$ cat config.mk
export PLATFORM = sky130hd
export DESIGN_NAME = keypad_debounce_decoder
export DESIGN_NICKNAME = d
export VERILOG_FILES = /design/src/rtl/keypad_debounce_decoder.sv
export SDC_FILE = /design/constraint.sdc
export NUM_CORES = 1
export LEC_CHECK = 0
export ABC_AREA = 0
export CORE_ASPECT_RATIO = 1.75
export CORE_MARGIN = 2
export CORE_UTILIZATION = 46
export CTS_BUF_LIST = sky130_fd_sc_hd__clkbuf_2 sky130_fd_sc_hd__clkbuf_4 sky130_fd_sc_hd__clkbuf_8
export CTS_CLUSTER_DIAMETER = 150
export DETAILED_ROUTE_END_ITERATION = 8
export PLACE_DENSITY = 0.6
export SYNTH_ARGS = -nofsm -noshare
export SYNTH_HDL_FRONTEND = slang
export SYNTH_SLANG_ARGS = --single-unit
$ cat constraint.sdc
create_clock -name clk -period 14.3 [get_ports clk]
set_clock_uncertainty 0.1 [all_clocks]
set_input_delay 2.86 -clock clk [delete_from_list [all_inputs] [get_ports clk]]
set_output_delay 2.86 -clock clk [all_outputs]
set_load 0.1 [all_outputs]
$ cat src/rtl/keypad_debounce_decoder.sv
`default_nettype none
// ============================================================================
// Module   : keypad_debounce_decoder
// Purpose  : Turns scanned 4x4 keypad rows into debounced press/release events.
// Revision : 1.0 - initial release
// ============================================================================
module keypad_debounce_decoder #(
   parameter int DEBOUNCE_SCANS = 4,
   parameter int SYNC_STAGES    = 2
) (
   input  logic       clk,
   input  logic       rst_n,
   input  logic [3:0] row_n,
   input  logic [1:0] col_idx,
   input  logic       col_adv,
   output logic       key_valid,
   output logic [3:0] key_code,
   output logic       key_held,
   output logic       key_release
);

   localparam logic [3:0] c_target = 4'(DEBOUNCE_SCANS);

   typedef enum logic [1:0] {
      ST_IDLE         = 2'd0,
      ST_PRESS_WAIT   = 2'd1,
      ST_HELD         = 2'd2,
      ST_RELEASE_WAIT = 2'd3
   } state_t;

   logic [3:0]  r_sync [SYNC_STAGES];
   logic [15:0] r_snap;
   logic        r_aligned;
   state_t      r_state;
   logic [3:0]  r_cnt;
   logic [3:0]  r_cand;
   logic        r_key_valid;
   logic [3:0]  r_key_code;
   logic        r_key_held;
   logic        r_key_release;

   logic [3:0]  w_pressed;
   logic [15:0] w_frame;
   logic [4:0]  w_ones;
   logic [3:0]  w_idx;
   logic        w_none;
   logic        w_single;
   logic        w_frame_done;
   logic [3:0]  w_cnt_inc;

   always_ff @(posedge clk or negedge rst_n) begin
      if (!rst_n) begin
         for (int s = 0; s < SYNC_STAGES; s++) r_sync[s] <= 4'hF;
      end else begin
         r_sync[0] <= row_n;
         for (int s = 1; s < SYNC_STAGES; s++) r_sync[s] <= r_sync[s-1];
      end
   end

   assign w_pressed = ~r_sync[SYNC_STAGES-1];

   // w_frame is the snapshot including the column being sampled this cycle,
   // so a completing frame is classified without an extra cycle of latency.
   always_comb begin
      w_frame = r_snap;
      if (col_adv) begin
         for (int r = 0; r < 4; r++) w_frame[{2'(r), col_idx}] = w_pressed[r];
      end
      w_ones = 5'd0;
      w_idx  = 4'd0;
      for (int i = 0; i < 16; i++) begin
         if (w_frame[i]) begin
            w_ones = w_ones + 5'd1;
            w_idx  = 4'(i);
         end
      end
   end

   assign w_none       = (w_ones == 5'd0);
   assign w_single     = (w_ones == 5'd1);
   assign w_frame_done = col_adv && (col_idx == 2'd3);
   assign w_cnt_inc    = r_cnt + 4'd1;

   always_ff @(posedge clk or negedge rst_n) begin
      if (!rst_n) r_snap <= 16'h0000;
      else if (col_adv) r_snap <= w_frame;
   end

   always_ff @(posedge clk or negedge rst_n) begin
      if (!rst_n) begin
         r_state       <= ST_IDLE;
         r_aligned     <= 1'b0;
         r_cnt         <= 4'd0;
         r_cand        <= 4'd0;
         r_key_valid   <= 1'b0;
         r_key_code    <= 4'd0;
         r_key_held    <= 1'b0;
         r_key_release <= 1'b0;
      end else begin
         r_key_valid   <= 1'b0;
         r_key_release <= 1'b0;
         if (w_frame_done) begin
            if (!r_aligned) begin
               // First sweep after reset may be partial; only lock on to it.
               r_aligned <= 1'b1;
            end else begin
               case (r_state)
                  ST_IDLE: begin
                     if (w_single) begin
                        r_cand <= w_idx;
                        if (c_target == 4'd1) begin
                           r_key_valid <= 1'b1;
                           r_key_code  <= w_idx;
                           r_key_held  <= 1'b1;
                           r_cnt       <= 4'd0;
                           r_state     <= ST_HELD;
                        end else begin
                           r_cnt   <= 4'd1;
                           r_state <= ST_PRESS_WAIT;
                        end
                     end
                  end
                  ST_PRESS_WAIT: begin
                     if (w_single && (w_idx == r_cand)) begin
                        if (w_cnt_inc == c_target) begin
                           r_key_valid <= 1'b1;
                           r_key_code  <= r_cand;
                           r_key_held  <= 1'b1;
                           r_cnt       <= 4'd0;
                           r_state     <= ST_HELD;
                        end else begin
                           r_cnt <= w_cnt_inc;
                        end
                     end else if (w_single) begin
                        r_cand <= w_idx;
                        r_cnt  <= 4'd1;
                     end else begin
                        r_cnt   <= 4'd0;
                        r_state <= ST_IDLE;
                     end
                  end
                  ST_HELD: begin
                     // No rollover: any non-empty frame keeps the current key held.
                     if (w_none) begin
                        if (c_target == 4'd1) begin
                           r_key_release <= 1'b1;
                           r_key_held    <= 1'b0;
                           r_cnt         <= 4'd0;
                           r_state       <= ST_IDLE;
                        end else begin
                           r_cnt   <= 4'd1;
                           r_state <= ST_RELEASE_WAIT;
                        end
                     end
                  end
                  ST_RELEASE_WAIT: begin
                     if (w_none) begin
                        if (w_cnt_inc == c_target) begin
                           r_key_release <= 1'b1;
                           r_key_held    <= 1'b0;
                           r_cnt         <= 4'd0;
                           r_state       <= ST_IDLE;
                        end else begin
                           r_cnt <= w_cnt_inc;
                        end
                     end else begin
                        r_cnt   <= 4'd0;
                        r_state <= ST_HELD;
                     end
                  end
                  default: begin
                     r_cnt   <= 4'd0;
                     r_state <= ST_IDLE;
                  end
               endcase
            end
         end
      end
   end

   assign key_valid   = r_key_valid;
   assign key_code    = r_key_code;
   assign key_held    = r_key_held;
   assign key_release = r_key_release;

endmodule
`default_nettype wire

==> flow_metrics.tcl <==
set metrics [dict create \
    fmax_mhz 73.39 \
    crit_path_max_incr_delay_ns 0.50 \
    fp.dieH_um 127.2 \
    synth_area_leaders "dfrtp_1, xnor2_1, dfstp_2" \
    drv_cap 0 \
    cp_top_family "adder cells" \
    post-route-min-period_ns 13.63 \
    synth.area.mux_share 0.08618 \
    via_count 3093 \
    drive_gt1_frac 0.1938 \
    setup_violations 0 \
    cp.depth 59 \
    die_w_um 74.43 \
    cp_num_buf_inv 8 \
    track_usage 0.1945 \
    worstPathArrival_ns 13.73 \
    utilization 0.5151 \
    placed_cells 554 \
    ctsRootBufferMaster "clkbuf_8" \
    fin_cells 566 \
    vias_per_cell 5.465 \
    grt_pass1_wl_mm 14.48 \
    drc 0 \
    synthToLayoutAreaGrowth_pct 10.40 \
    worstRegToRegCells 58 \
    clkTransAtPathRegs_ns 0.08 \
    syn_nets 450 \
    ys_ff_latch 42 \
    firstDrtPassIters 4 \
    htreeDepth 2 \
    yosysWarnings 0 \
    synth_cell_types 76 \
    cts_buffer_depth 2 \
    grt_antenna_before_repair 0 \
    hp-class "register to register" \
    grt_max_degree 43 \
    place_congestion 0.9195 \
    overflow 0 \
    grt_pass1_vias 3071 \
    avgSynthCellArea_um2 9.372 \
    crit_fanout 6 \
    fillCellCount 815 \
    crit_path_end_kind "register" \
    synthArstFlopShare 1.000 \
    hpwl_mm 6.946 \
    ys_seq_area_frac 0.2657 \
    tightest_slew_ns 0.9632 \
    core-area_um2 8558 \
    synth.largest_area_cell "dfrtp_1" \
    crit_type "input port to register" \
    syn_area_um2 3993 \
    yosys.area_share.simple 0.1924 \
    clk_latency_ns 0.30 \
    io_pins 16 \
    start_util 0.4665 \
    hold_slack_ns 0.2482 \
    synth_xor_area_frac 0.1855 \
    drtIter0Drc 147 \
    cts_tree "done" \
    nNetsFinal 472 \
    wl_mm 8.807 \
    holdPathStages 0 \
    critPathLaunchType "input port" \
    timing.final.crit_share 0.9528 \
    synthAdderAreaFrac 0.04701 \
    slew_violations 0 \
    rows 45 \
    antenna_cells 0 \
    wl_per_cell_um 15.56 \
    cts_made_buffers 5 \
    dieArea_um2 9470 \
    cts.sinks 42 \
    max-slew-margin-rel 0.3559 \
    synth_top_family_by_area "simple AND/OR/NAND/NOR gates" \
    cp_slowest_cell "clkdlybuf4s50_1" \
    drtAntennaViolNets 0 \
    ys.flop_type "dfrtp_1" \
    final-hold-violation-count 0 \
    synth-compound-area-share 0.1783 \
    outcome "complete, no violations" \
    io_buffers 15 \
    synth_top_area_share 0.2131 \
    postSynthCellCount 426 \
    cp.required_ns 14.40 \
    cpMostUsedCell "ha_1" \
    synth-edff-count 0 \
]
[final cells by class]
cell class,count,area (µm²),area share
Clock buffer,6,76.32,0.01731
Clock inverter,2,10.01,0.002271
Inverter,29,108.9,0.02469
Multi-Input combinational cell,343,2766,0.6276
Sequential cell,42,1061,0.2407
Tap cell,117,146.4,0.03321
Timing Repair Buffer,27,239.0,0.05422
[worst paths after layout]
path	start	endpoint	slack, ns
max	col_idx[0]	r_cnt[1]$_DFFE_PN0P_	0.67
min	r_sync[6]$_DFF_PN1_	r_sync[2]$_DFF_PN1_	0.25
max reg2reg	r_sync[0]$_DFF_PN1_	r_cnt[1]$_DFFE_PN0P_	3.45
min reg2reg	r_sync[6]$_DFF_PN1_	r_sync[2]$_DFF_PN1_	0.25
max in group asynchronous	rst_n	r_snap[3]$_DFFE_PN0P_	10.89
min in group asynchronous	rst_n	r_cand[2]$_DFFE_PN0P_	2.61
[worst reg2reg max path, delay by kind of cell (launching register included)]
| kind | cells | cell delay, ns |
|---|---|---|
| adders and majority gates | 13 | 3.64 |
| AOI/OAI and AO/OA | 19 | 2.78 |
| DFF | 1 | 0.65 |
| and+or+nand+nor | 14 | 2.05 |
| buffers and inverters | 8 | 0.69 |
| muxes | 4 | 0.86 |
[through the flow]
stage          setup WS [ns]  instance area [µm²]  setup TNS, ns
6_report              0.6748                 4408              0
5_1_grt             -0.02537                 4408        -0.1162
4_1_cts               0.3522                 4360              0
3_5_place_dp         0.04651                 4274              0
3_3_place_gp          0.2639                 4274              0
2_1_floorplan          1.372                 3993              0
[flip-flops by register name (all words and copies together), names as in the netlist]
register,count
r_state,2
r_cnt,4
r_snap,16
key_held,1
r_sync,8
key_release,1
key_valid,1
r_cand,4
key_code,4
r_aligned,1
[cell usage in the layout, fill, tap and decap left out, types with 3 or more instances in the layout]
cell type	count
o21a_1	8
nand2_1	43
or3_1	4
inv_1	25
xnor2_1	29
o31ai_1	4
buf_4	11
ha_1	15
mux2_2	4
xnor2_2	6
a21oi_1	20
dfstp_2	8
nor2_1	31
xor2_1	17
nand3_1	15
nor3b_1	3
mux2i_1	8
xnor2_4	4
nand2b_1	8
o21ai_0	19
and2_1	4
o211ai_1	4
nor3_1	12
mux2_4	10
dfrtp_1	34
a32oi_1	3
a31oi_1	6
and3_1	3
clkdlybuf4s50_1	14
nand4_1	5
clkbuf_8	5
[logic make-up after synthesis]
family          Yosys count
compound gates           95
xor+xnor                 62
fa+ha+maj                15
buf+inv                  41
flops                    42
mux                      26
simple gates            145
[cell usage after synthesis, drive strengths merged (4+ instances only)]
master and number:
nand2 43, xnor2 39, dfrtp 34, nor2 32, inv 27, a21oi 23, o21ai 20, xor2 20
ha 15, nand3 15, nor3 15, mux2 14, mux2i 12, o21a 9, dfstp 8, nand2b 8
a31oi 7, buf 7, clkbuf 5, nand4 5, nor3b 5, and2 4, o211ai 4, o31ai 4
or3 4
[layer usage]
metal | vias to the layer above | GRT usage | wire, µm
met1 | 1484 | 0.2094 | 3447
met2 | 41 | 0.3795 | 5060
met5 | - | 0 | 0
met4 | 0 | 0.05252 | 179
li1 | 1554 | - | -
met3 | 14 | 0.02366 | 119
[what timing repair did]
item                       CTS  global route
hold endpoints to repair     0             0
setup endpoints to repair    0            17
resized for setup            0             6
hold buffers                 0             0
buffers inserted             0             4
Power is left out: the tool's default activity adds up to more than one toggle a clock period on the data nets, which glitch-free logic cannot reach.
